`src/rtl/aes_job_arbiter.sv`:
```
// Round-robin arbiter sharing one AES round engine between N_REQ requesters, with
// key-residency tracking and a key-expansion pass before decrypts. Optional abort: AES_ARB_TIMEOUT_EN.
module aes_job_arbiter #(
  parameter int unsigned N_REQ    = 4,
  parameter int unsigned KEY_ID_W = 2
`ifdef AES_ARB_TIMEOUT_EN
  ,
  parameter int unsigned TIMEOUT  = 255
`endif
) (
  input  logic                      clk,
  input  logic                      rst,
  input  logic [N_REQ-1:0]          req,
  input  logic [N_REQ-1:0]          req_enc_dec,
  input  logic [N_REQ*KEY_ID_W-1:0] req_key_id,
  output logic [N_REQ-1:0]          gnt,
  output logic [N_REQ-1:0]          done,
  output logic [N_REQ-1:0]          err,
  input  logic                      core_done,
  output logic                      core_en,
  output logic                      core_enc_dec,
  output logic                      core_key_changed,
  output logic                      busy
);

  localparam int unsigned IDX_W = $clog2(N_REQ);

  typedef enum logic [2:0] {IDLE, GRANT, KEYGEN, RUN, RELEASE} state_e;

  state_e                state_q, state_d;
  logic [IDX_W-1:0]      owner_q, owner_d, rr_ptr_q, rr_ptr_d;
  logic                  key_valid_q, key_valid_d;
  logic [KEY_ID_W-1:0]   last_key_id_q, last_key_id_d, kid_q, kid_d;
  logic                  mode_q, mode_d, new_key_q, new_key_d;
  logic [N_REQ-1:0]      gnt_q, gnt_d, done_q, done_d, err_d;
  logic                  core_en_q, core_en_d, enc_dec_q, enc_dec_d, key_chg_q, key_chg_d;
  logic                  busy_q;
  logic [IDX_W-1:0]      pick, rr_next;
  logic                  found, sel_mode, nk;
  logic [KEY_ID_W-1:0]   sel_kid;

`ifdef AES_ARB_TIMEOUT_EN
  localparam int unsigned CNT_W = $clog2(TIMEOUT + 1);
  logic [CNT_W-1:0] cnt_q, cnt_d;
  logic [N_REQ-1:0] err_q;
`endif

  // First requesting index at or after rr_ptr, wrapping
  always_comb begin
    pick  = '0;
    found = 1'b0;
    for (int unsigned off = 0; off < N_REQ; off++) begin
      if (!found && req[IDX_W'((32'(rr_ptr_q) + off) % N_REQ)]) begin
        found = 1'b1;
        pick  = IDX_W'((32'(rr_ptr_q) + off) % N_REQ);
      end
    end
  end

  always_comb begin
    sel_mode = 1'b0;
    sel_kid  = '0;
    for (int unsigned i = 0; i < N_REQ; i++) begin
      if (owner_q == IDX_W'(i)) begin
        sel_mode = req_enc_dec[i];
        sel_kid  = req_key_id[i*KEY_ID_W +: KEY_ID_W];
      end
    end
  end

  assign rr_next = (owner_q == IDX_W'(N_REQ - 1)) ? '0 : owner_q + IDX_W'(1);

  always_comb begin
    state_d       = state_q;
    owner_d       = owner_q;
    rr_ptr_d      = rr_ptr_q;
    key_valid_d   = key_valid_q;
    last_key_id_d = last_key_id_q;
    mode_d        = mode_q;
    kid_d         = kid_q;
    new_key_d     = new_key_q;
    gnt_d         = gnt_q;
    done_d        = '0;
    err_d         = '0;
    core_en_d     = 1'b0;
    enc_dec_d     = 1'b0;
    key_chg_d     = 1'b0;
    nk            = 1'b0;
    case (state_q)
      IDLE: begin
        if (found) begin
          owner_d = pick;
          gnt_d   = N_REQ'(1) << pick;
          state_d = GRANT;
        end
      end
      GRANT: begin
        nk        = !key_valid_q || (sel_kid != last_key_id_q);
        mode_d    = sel_mode;
        kid_d     = sel_kid;
        new_key_d = nk;
        core_en_d = 1'b1;
        if (nk && !sel_mode) begin
          state_d   = KEYGEN;
          enc_dec_d = 1'b1;
          key_chg_d = 1'b1;
        end else begin
          state_d   = RUN;
          enc_dec_d = sel_mode;
          key_chg_d = nk && sel_mode;
        end
      end
      KEYGEN: begin
        core_en_d = 1'b1;
        if (core_done) begin
          // Engine stays enabled straight into the decrypt pass
          last_key_id_d = kid_q;
          key_valid_d   = 1'b1;
          new_key_d     = 1'b0;
          enc_dec_d     = mode_q;
          state_d       = RUN;
        end else begin
          enc_dec_d = 1'b1;
          key_chg_d = 1'b1;
        end
      end
      RUN: begin
        if (core_done) begin
          last_key_id_d = kid_q;
          key_valid_d   = 1'b1;
          done_d        = N_REQ'(1) << owner_q;
          gnt_d         = '0;
          rr_ptr_d      = rr_next;
          state_d       = RELEASE;
        end else begin
          core_en_d = 1'b1;
          enc_dec_d = mode_q;
          key_chg_d = new_key_q && mode_q;
        end
      end
      RELEASE: state_d = IDLE;
      default: state_d = IDLE;
    endcase
`ifdef AES_ARB_TIMEOUT_EN
    // Abort a hung job: release the engine and forget the key, it may be half-built
    if ((state_q == KEYGEN || state_q == RUN) && !core_done && cnt_q == CNT_W'(TIMEOUT - 1)) begin
      state_d     = RELEASE;
      err_d       = N_REQ'(1) << owner_q;
      gnt_d       = '0;
      key_valid_d = 1'b0;
      rr_ptr_d    = rr_next;
      core_en_d   = 1'b0;
      enc_dec_d   = 1'b0;
      key_chg_d   = 1'b0;
    end
    cnt_d = '0;
    if (state_d == state_q && (state_q == KEYGEN || state_q == RUN)) cnt_d = cnt_q + CNT_W'(1);
`endif
  end

  always_ff @(posedge clk or negedge rst) begin
    if (!rst) begin
      state_q       <= IDLE;
      owner_q       <= '0;
      rr_ptr_q      <= '0;
      key_valid_q   <= 1'b0;
      last_key_id_q <= '0;
      mode_q        <= 1'b0;
      kid_q         <= '0;
      new_key_q     <= 1'b0;
      gnt_q         <= '0;
      done_q        <= '0;
      core_en_q     <= 1'b0;
      enc_dec_q     <= 1'b0;
      key_chg_q     <= 1'b0;
      busy_q        <= 1'b0;
    end else begin
      state_q       <= state_d;
      owner_q       <= owner_d;
      rr_ptr_q      <= rr_ptr_d;
      key_valid_q   <= key_valid_d;
      last_key_id_q <= last_key_id_d;
      mode_q        <= mode_d;
      kid_q         <= kid_d;
      new_key_q     <= new_key_d;
      gnt_q         <= gnt_d;
      done_q        <= done_d;
      core_en_q     <= core_en_d;
      enc_dec_q     <= enc_dec_d;
      key_chg_q     <= key_chg_d;
      busy_q        <= (state_d != IDLE);
    end
  end

`ifdef AES_ARB_TIMEOUT_EN
  always_ff @(posedge clk or negedge rst) begin
    if (!rst) begin
      cnt_q <= '0;
      err_q <= '0;
    end else begin
      cnt_q <= cnt_d;
      err_q <= err_d;
    end
  end
  assign err = err_q;
`else
  assign err = '0;
  logic unused_err;
  assign unused_err = ^err_d;
`endif

  assign gnt              = gnt_q;
  assign done             = done_q;
  assign core_en          = core_en_q;
  assign core_enc_dec     = enc_dec_q;
  assign core_key_changed = key_chg_q;
  assign busy             = busy_q;

endmodule
```
`config.mk`:
```
export PLATFORM = sky130hd
export DESIGN_NAME = aes_job_arbiter
export DESIGN_NICKNAME = d
export VERILOG_FILES = /design/src/rtl/aes_job_arbiter.sv
export SDC_FILE = /design/constraint.sdc
export NUM_CORES = 1
export LEC_CHECK = 0
export BUFFER_PORTS_ARGS = -buffer_cell sky130_fd_sc_hd__clkbuf_2
export CAP_MARGIN = 10
export CORE_ASPECT_RATIO = 1.1
export CORE_MARGIN = 2
export CORE_UTILIZATION = 30
export DETAILED_ROUTE_END_ITERATION = 10
export MAX_ROUTING_LAYER = met4
export PLACE_DENSITY_LB_ADDON = 0.12
export SYNTH_ARGS = -nofsm -noshare
export SYNTH_HDL_FRONTEND = slang
export SYNTH_SLANG_ARGS = --single-unit
export TNS_END_PERCENT = 50
```
`constraint.sdc`:
```
create_clock -name clk -period 2.45 [get_ports clk]
set_clock_uncertainty 0.2 [all_clocks]
set_input_delay 0.245 -clock clk [delete_from_list [all_inputs] [get_ports clk]]
set_output_delay 0.245 -clock clk [all_outputs]
set_load 0.02 [all_outputs]
```
==> results of run 1 <==
through the flow:
stage / instance area, sq um / hold WS (ps)
2_1_floorplan: 1330 / -251
3_3_place_gp: 1510 / 109
3_5_place_dp: 1510 / 107
4_1_cts: 1590 / 33.1
5_1_grt: 1590 / 49.9
6_report: 1590 / 50.1
synth_stat cells:
cell,n
sky130_fd_sc_hd__a22oi_1,1
sky130_fd_sc_hd__nand3b_1,3
sky130_fd_sc_hd__mux2_1,2
sky130_fd_sc_hd__o221ai_1,2
sky130_fd_sc_hd__dfrtp_1,26
sky130_fd_sc_hd__a21o_1,1
sky130_fd_sc_hd__ha_1,4
sky130_fd_sc_hd__mux2i_1,1
sky130_fd_sc_hd__buf_4,5
sky130_fd_sc_hd__nor3_1,2
sky130_fd_sc_hd__inv_2,1
sky130_fd_sc_hd__a21oi_1,9
sky130_fd_sc_hd__nor4_2,1
sky130_fd_sc_hd__clkbuf_2,1
sky130_fd_sc_hd__nor3b_1,2
sky130_fd_sc_hd__and3_2,1
sky130_fd_sc_hd__xnor2_1,2
sky130_fd_sc_hd__o211ai_1,1
sky130_fd_sc_hd__a211o_1,1
sky130_fd_sc_hd__inv_1,10
sky130_fd_sc_hd__nand2b_1,2
sky130_fd_sc_hd__nor4_1,1
sky130_fd_sc_hd__o22ai_1,1
sky130_fd_sc_hd__a32o_1,2
sky130_fd_sc_hd__o211ai_2,1
sky130_fd_sc_hd__nand2_1,8
sky130_fd_sc_hd__buf_6,1
sky130_fd_sc_hd__or3_1,1
sky130_fd_sc_hd__o21ai_0,2
sky130_fd_sc_hd__nor2_1,7
sky130_fd_sc_hd__or2_4,1
sky130_fd_sc_hd__a31o_2,1
sky130_fd_sc_hd__a211oi_1,2
sky130_fd_sc_hd__mux2_2,5
sky130_fd_sc_hd__conb_1,1
sky130_fd_sc_hd__a211oi_2,1
sky130_fd_sc_hd__nor2b_1,2
sky130_fd_sc_hd__a221oi_2,1
sky130_fd_sc_hd__o31ai_1,3
sky130_fd_sc_hd__nand3_1,1
sky130_fd_sc_hd__and2_1,4
logic make-up (layout without fill, tap and decap cells):
| family | count (synthesis) | in the layout | synth area share, % |
|---|---|---|---|
| compound gates | 29 | 29 | 16.4 |
| xor+xnor | 2 | 2 | 1.32 |
| fa+ha+maj | 4 | 4 | 3.78 |
| buf+inv | 18 | 48 | 7.19 |
| flops | 26 | 26 | 49.2 |
| mux | 8 | 8 | 6.72 |
| other cells | 1 | 4 | 0.284 |
| simple gates | 36 | 36 | 15.1 |
registers in the layout (all words and copies together) (netlist names), 2 cells and up:
| name | count |
|---|---|
| done | 4 |
| gnt | 4 |
| kid_q | 2 |
| last_key_id_q | 2 |
| owner_q | 2 |
| rr_ptr_q | 2 |
| state_q | 3 |
area by class of cell:
type	instances	share of cell area, %
timing repair buffer	33	11.0
tap	54	4.24
multi-input combinational	83	36.9
sequential	26	40.8
clock buffer	3	2.59
inverter	11	2.59
clock inverter	1	1.88
path summary, 6_finish.rpt:
path | depth (start not counted) | slack [ps] | end
hold reg to reg | 2 | 290 | gnt[2]$_DFFE_PN0P_
min in group asynchronous | 2 | 330 | done[3]$_DFF_PN0_
setup / recovery | 6 | 450 | core_enc_dec$_DFF_PN0_
setup reg to reg | 6 | 450 | core_enc_dec$_DFF_PN0_
max in group asynchronous | 2 | 1310 | gnt[1]$_DFFE_PN0P_
hold / removal | 2 | 50 | core_key_changed$_DFF_PN0_
report_power, final:
group          internal, uW  switching (uW)  leakage [uW]  total [uW]
Clock                   218             129     0.0000357         347
Combinational           393             480      0.000415         873
Sequential              592             130      0.000322         722
Total                  1200             739      0.000774        1940
metal layers:
metal  global-route usage, %  share of wire [%]  wire, microns  up-vias
met5                       -                  0              0        -
met4                    4.99               0.88             23        0
met3                    2.30                4.0            105        2
met2                    20.8                 55           1450       17
met1                    13.5                 40           1050      477
li1                        -                  -              -      492
worst max-delay path, cell delays in order (launching register included):
cell	delay [ps]
sky130_fd_sc_hd__dfrtp_1	430
sky130_fd_sc_hd__ha_1	330
sky130_fd_sc_hd__a211oi_1	310
sky130_fd_sc_hd__a211oi_2	130
sky130_fd_sc_hd__xnor2_1	190
sky130_fd_sc_hd__a31o_2	220
sky130_fd_sc_hd__o211ai_2	80
==> results.yml, run 1 <==
sta:
  final.setup.worst_slack_ps: 449
  timing.final.hold_violations: 0
  fin_setup_tns_ps: 0
  final_critical_path_required_period_ps: 2000
  setup_violations: 0
  rsz_0062_raised_after_global_routing: "false"
  relSlewSlack_pct: 54.7
  drv_slew: 0
  final_min_period_over_clock_period_pct: 81.7
  maxClockFrequency_mhz: 500
  worst_slew_pin_slew_ps: 673
routing:
  route.vias.total: 988
  routedWlPerCell_microns: 12.4
  routed_wl_microns: 2630
  drt.antenna.violating_nets: 0
  drc_violation_count_after_routing: 0
  vias_per_inst: 4.68
  initialDrtViolationCount: 30
  first_pass_iters: 4
floorplan:
  design.die.area_sq_um: 4960
  die-width_microns: 67.3
  die-height_microns: 73.6
  fp-row-count: 25
  initial_utilization_pct: 31.1
  num_io_pins: 35
  design.core.area_sq_um: 4250
clocking:
  hold_buffers: 1
  cts.clk_slew.worst_paths_ps: 90
  cts_num_sinks: 26
  cts_htree_levels: 1
  clock_latency_ps: 260
  clock_tree_from_tritoncts: "yes"
  postCtsSetupRepairBufs: 0
  cts_made_buffers: 3
  post_cts.resized_instances: 0
  cts-root-buf: "sky130_fd_sc_hd__clkbuf_8"
  cts-root-to-sink-buffers: 2
yosys:
  number_of_warnings_printed_during_yosys_synthesis: 0
  ys_types: 41
  synthCells: 124
  synth_largest_area_cell: "sky130_fd_sc_hd__dfrtp_1"
  yosysSeqAreaShare_pct: 49.2
  mappedNetlistArea_sq_um: 1320
  yosys_register_bits: 26
  share_of_yosys_cell_area_claimed_by_the_top_area_cell_type_pct: 49.2
  synth_top_cells_by_area: "sky130_fd_sc_hd__dfrtp_1, sky130_fd_sc_hd__mux2_2, sky130_fd_sc_hd__ha_1"
  syn-mean-instance-area_sq_um: 10.7
setup_path:
  reg2reg_from: "owner_q[0]$_DFFE_PN0P_"
  startpoint_type: "flop"
  required_ps: 2400
  startpoint: "owner_q[0]$_DFFE_PN0P_"
  path_max_fanout: 10
  setup.worst_path.end_class: "flop"
  cp_data_arrival_time_ps: 1950
  worst-setup-path-type: "flop to flop"
pwr:
  post-layout-total-power_uw: 1940
  power_leakage_uw: 0.000774
  ir_worst_vdd_uv: 407
  p_per_area_nw_per_um2: 1220
placement:
  numPlacedInstances: 206
  dpl_worst_slack_ps: 446
  dpl.hpwl_microns: 2080
  routabilityCongestion: 0.797
  port_buffers: 30
cells_and_area:
  multi_input_comb_area_sq_um: 588
  fillers: 454
  regArea_sq_um: 651
  finalCoreUtilization_pct: 37.5
  instances_no_fill: 211
  drive_above_1_share_pct: 31.2
  total_nets_final: 181
  antenna_cells_inserted: 0
  mostFrequentLayoutCells: "sky130_fd_sc_hd__clkbuf_2, sky130_fd_sc_hd__dfrtp_1, sky130_fd_sc_hd__inv_1"
  mostFrequentLayoutCell: "sky130_fd_sc_hd__clkbuf_2"
  area.growth.synth_to_final_pct: 20.5
global_routing:
  grt_util_all_layers_pct: 12.0
  wire_length_of_the_first_global_routing_pass_microns: 4330
  antenna_found_initial: 0
  grt_max_degree: 27
  globalRoute.totalOverflow: 0
  grt_pass1_vias: 1009
min_path:
  worst_hold_path_type: "input port to flop"
  min_delay_startpoint: "core_done"
status:
  status: "finished, final reports clean"
run:
  timing.max_cap.violations: 0
No activity file was read; power rests on OpenSTA's default activity.
==> run 2, diff against run 1 <==
- clock period: 2.45 -> 1.9 ns (I/O delays scaled with it)
==> results.yml, run 2 (same netlist as run 1, synthesis figures left out) <==
cells_and_area:
  area.growth.synth_to_final_pct: 30.8
  fillers: 457
  finalCoreUtilization_pct: 40.7
  antenna_cells_inserted: 0
  drive_above_1_share_pct: 41.7
  mostFrequentLayoutCells: "sky130_fd_sc_hd__clkbuf_2, sky130_fd_sc_hd__dfrtp_1, sky130_fd_sc_hd__buf_4"
  mostFrequentLayoutCell: "sky130_fd_sc_hd__clkbuf_2"
  total_nets_final: 192
setup_path:
  path_max_fanout: 5
  reg2reg_from: "owner_q[0]$_DFFE_PN0P_"
  worst_r2r_setup_slack_ps: -20
  startpoint: "owner_q[0]$_DFFE_PN0P_"
  required_ps: 1860
  rr_endpoint: "core_enc_dec$_DFF_PN0_"
  worst_r2r_path_depth: 7
  startpoint_type: "flop"
  worst-setup-path-type: "flop to flop"
  cp-endpoint: "core_enc_dec$_DFF_PN0_"
  cp_data_arrival_time_ps: 1880
  setup.worst_path.end_class: "flop"
global_routing:
  grt_util_all_layers_pct: 13.2
  grt_pass1_vias: 1019
  globalRoute.totalOverflow: 0
  grt_max_degree: 27
  antenna_found_initial: 0
  wire_length_of_the_first_global_routing_pass_microns: 4790
placement:
  port_buffers: 30
  dpl.hpwl_microns: 2200
  routabilityCongestion: 0.784
clocking:
  postCtsSetupRepairBufs: 0
  clock_tree_from_tritoncts: "yes"
  cts-root-buf: "sky130_fd_sc_hd__clkbuf_8"
  clock_latency_ps: 270
  cts_made_buffers: 3
  cts.clk_slew.worst_paths_ps: 90
  cts_num_sinks: 26
  cts-root-to-sink-buffers: 2
  cts_htree_levels: 1
sta:
  maxClockFrequency_mhz: 521
  rsz_0062_raised_after_global_routing: "true"
  final.setup.worst_slack_ps: -20.4
  setup_violations: 3
  relSlewSlack_pct: 56.1
  timing.final.hold_violations: 0
  final_min_period_over_clock_period_pct: 101
  worst_slew_pin_slew_ps: 658
  fin_setup_tns_ps: -34.9
  finalHoldWorstSlack_ps: 175
  final_critical_path_required_period_ps: 1920
  drv_slew: 0
pwr:
  power.switching_uw: 1050
  p_per_area_nw_per_um2: 1600
  internal_power_summed_over_all_cells_uw: 1720
  post-layout-total-power_uw: 2760
  ir_worst_vdd_uv: 565
  clkPwrFrac_pct: 16.5
  p_seq_share_pct: 33.9
  power_leakage_uw: 0.000827
  combPwrFrac_pct: 49.6
  power.switching_fraction_pct: 38.0
routing:
  routedWlPerCell_microns: 12.8
  first_pass_iters: 4
  vias_per_inst: 4.68
  routed_wl_microns: 2830
  initialDrtViolationCount: 26
  drt.antenna.violating_nets: 0
  drc_violation_count_after_routing: 0
  route.vias.total: 1038
floorplan:
  fp-row-count: 25
  die-width_microns: 67.3
  num_io_pins: 35
  design.die.area_sq_um: 4960
  design.core.area_sq_um: 4250
  die-height_microns: 73.6
  initial_utilization_pct: 31.1
status:
  status: "finished with violations"
  failed_checks: "negative setup slack"
min_path:
  worst_hold_path_type: "input port to flop"
run:
  timing.max_cap.violations: 0
## run 2: metrics by stage
| stage | setup slack, ps | instances | area [sq um] |
|---|---|---|---|
| 4_1_cts | -36.9 | 222 | 1710 |
| 2_1_floorplan | 36.7 | 127 | 1330 |
| 3_5_place_dp | -77.2 | 216 | 1590 |
| 6_report | -20.4 | 222 | 1730 |
| 3_3_place_gp | -55.4 | 216 | 1590 |
| 5_1_grt | -115 | 222 | 1730 |
## run 2: power groups by stage
stage	sequential [uW]	combinational [uW]	clock [uW]
after floorplan	983	834	0
after global placement	921	1280	0
after detailed placement	930	1300	0
after CTS	930	1350	471
after global routing	967	1530	489
final	937	1370	457
## run 2: worst min-delay path by stage
| stage | startpoint | to | depth (start not counted) |
|---|---|---|---|
| after floorplan | rst | busy$_DFF_PN0_ | 0 |
| after global placement | rst | done[1]$_DFF_PN0_ | 1 |
| after detailed placement | rst | done[1]$_DFF_PN0_ | 1 |
| after CTS | req[2] | busy$_DFF_PN0_ | 4 |
| after global routing | req[2] | busy$_DFF_PN0_ | 4 |
| final | req[2] | busy$_DFF_PN0_ | 4 |
## run 2: per-layer routing
layer / wire (microns) / global-route usage [%] / share of wire [%]
met3: 68 / 1.99 / 2.4
met4: 33 / 4.54 / 1.2
met1: 1220 / 15.9 / 43
met2: 1510 / 22.6 / 53
met5: 0 / - / 0
## run 2: layout make-up
| type | instances | area, sq um | share of cell area [%] |
|---|---|---|---|
| well taps | 54 | 67.6 | 3.90 |
| inverters | 11 | 41.3 | 2.39 |
| flip-flops and latches | 26 | 652 | 37.7 |
| repair buffers | 44 | 260 | 15.0 |
| clock inverters | 1 | 30.0 | 1.74 |
| multi-input cells | 83 | 638 | 36.9 |
| clock buffers | 3 | 41.3 | 2.39 |
## run 2: critical path, stage by stage, from the launching register on
cell and delay (ps):
sky130_fd_sc_hd__dfrtp_2 430, sky130_fd_sc_hd__inv_2 60, sky130_fd_sc_hd__ha_2 220, sky130_fd_sc_hd__nor3b_1 150, sky130_fd_sc_hd__a211oi_2 270, sky130_fd_sc_hd__xnor2_1 180
sky130_fd_sc_hd__a31o_2 220, sky130_fd_sc_hd__o211ai_2 80
## run 2: repair_timing
action / 4_1_cts / 5_1_grt
setup endpoints to repair: 4 / 9
pin swaps: 3 / 5
endpoints found under the hold margin: 27 / 0
hold buffers: 2 / 0
gates resized for setup: 10 / 3
==> run 3, diff against run 2 <==
- CORE_MARGIN: 2 -> 5
- GPL_ROUTABILITY_DRIVEN: not set -> 1
==> results.yml, run 3 (same netlist as run 1, synthesis figures left out) <==
placement:
  numPlacedInstances: 214
  dpl_worst_slack_ps: -78.1
  port_buffers: 30
  dpl.hpwl_microns: 2300
  routabilityCongestion: 0.800
sta:
  final.setup.worst_slack_ps: -24.4
  relSlewSlack_pct: 56.8
  rsz_0062_raised_after_global_routing: "true"
  final_critical_path_required_period_ps: 1920
  timing.final.hold_violations: 0
  final_min_period_over_clock_period_pct: 101
  maxClockFrequency_mhz: 520
  drv_slew: 0
  worst_slew_pin_slew_ps: 648
  setup_violations: 2
global_routing:
  globalRoute.totalOverflow: 0
  antenna_found_initial: 0
  grt_max_degree: 27
  grt_util_all_layers_pct: 11.9
  grt_pass1_vias: 1160
  wire_length_of_the_first_global_routing_pass_microns: 5260
floorplan:
  initial_utilization_pct: 30.9
  design.die.area_sq_um: 5840
  num_io_pins: 35
  design.core.area_sq_um: 4290
  fp-row-count: 25
  die-width_microns: 73.3
  die-height_microns: 79.6
routing:
  first_pass_iters: 3
  vias_per_inst: 4.70
  route.vias.total: 1048
  routed_wl_microns: 2980
  drc_violation_count_after_routing: 0
  routedWlPerCell_microns: 13.3
  initialDrtViolationCount: 64
  drt.antenna.violating_nets: 0
clocking:
  cts-root-to-sink-buffers: 2
  clock_tree_from_tritoncts: "yes"
  cts_num_sinks: 26
  cts.clk_slew.worst_paths_ps: 100
  cts_made_buffers: 3
  cts-root-buf: "sky130_fd_sc_hd__clkbuf_8"
  cts_htree_levels: 1
  clock_latency_ps: 270
cells_and_area:
  instances_no_fill: 223
  area.growth.synth_to_final_pct: 32.9
  mostFrequentLayoutCells: "sky130_fd_sc_hd__clkbuf_2, sky130_fd_sc_hd__dfrtp_1, sky130_fd_sc_hd__buf_4"
  total_nets_final: 193
  antenna_cells_inserted: 0
  drive_above_1_share_pct: 42.0
  mostFrequentLayoutCell: "sky130_fd_sc_hd__clkbuf_2"
setup_path:
  setup.worst_path.end_class: "flop"
  startpoint_type: "flop"
  worst-setup-path-type: "flop to flop"
  crit_chain: "inv_2 > ha_4 > nand3b_1 > a221oi_2 > xnor2_1 > a31o_2 > o211ai_2"
  worst_path_largest_cell_delay_ps: 400
  required_ps: 1860
  cp_data_arrival_time_ps: 1890
  path_max_fanout: 7
  crit_slowest_cell: "sky130_fd_sc_hd__dfrtp_1"
min_path:
  worst_hold_path_type: "input port to flop"
pwr:
  power_leakage_uw: 0.000834
  p_per_area_nw_per_um2: 1600
  ir_worst_vdd_uv: 609
run:
  timing.max_cap.violations: 0
status:
  status: "finished with violations"
  failed_checks: "negative setup slack"
run 3: path summary, 6_finish.rpt:
path	startpoint	depth (start not counted)	slack, ps	end
min	req[2]	4	170	busy$_DFF_PN0_
min in group asynchronous	rst	2	270	mode_q$_DFFE_PN0P_
max in group asynchronous	rst	2	780	owner_q[0]$_DFFE_PN0P_
max reg2reg	owner_q[1]$_DFFE_PN0P_	7	-20	core_enc_dec$_DFF_PN0_
min reg2reg	gnt[2]$_DFFE_PN0P_	2	300	gnt[2]$_DFFE_PN0P_
max	owner_q[1]$_DFFE_PN0P_	7	-20	core_enc_dec$_DFF_PN0_
run 3: layer usage:
layer  routed length, microns  global-route usage (%)
met5                        0                       -
met4                       51                    4.89
met3                      111                    2.14
met2                     1570                    20.9
met1                     1240                    13.2
run 3: critical path, delay by kind of cell, from the launching register on:
family | cells | cell delay (ps)
xor gates and xnor gates | 1 | 180
AOI/OAI and AO/OA | 3 | 590
buffers and inverters | 1 | 90
and+or+nand+nor | 1 | 180
DFF | 1 | 400
adders and majority gates | 1 | 190
run 3: report_power, final:
| group | leakage, uW | switching [uW] | internal, uW |
|---|---|---|---|
| Combinational | 0.000478 | 717 | 700 |
| Sequential | 0.000321 | 169 | 765 |
| Clock | 0.0000357 | 178 | 282 |
run 3: area by class of cell:
class	instances	area [sq um]
multi-input cells	83	658
repair buffers	45	268
flip-flops and latches	26	652
well taps	54	67.6
fillers	424	2530
clock buffers	3	41.3
inverters	11	41.3
clock inverters	1	30.0
run 3: metrics by stage:
stage | hold WS (ps) | utilization, % | total power, uW | instance area, sq um | setup TNS, ps
after floorplan | -306 | - | 1820 | 1330 | 0
after global placement | 54.6 | 36.7 | 2180 | 1570 | -41.5
after detailed placement | 65.3 | 36.7 | 2200 | 1570 | -213
after CTS | 163 | 40.4 | 2780 | 1730 | -41.0
after global routing | 187 | 41.0 | 3060 | 1760 | -545
final | 174 | 41.0 | 2810 | 1760 | -39.6
run 3: timing repair:
item / CTS / global route
setup buffers: 2 / 1
endpoints found under the hold margin: 27 / 0
endpoints found under the setup margin: 4 / 9
hold buffers: 2 / 0
pin swaps: 3 / 4
gates resized for setup: 12 / 3
gates cloned: 0 / 0
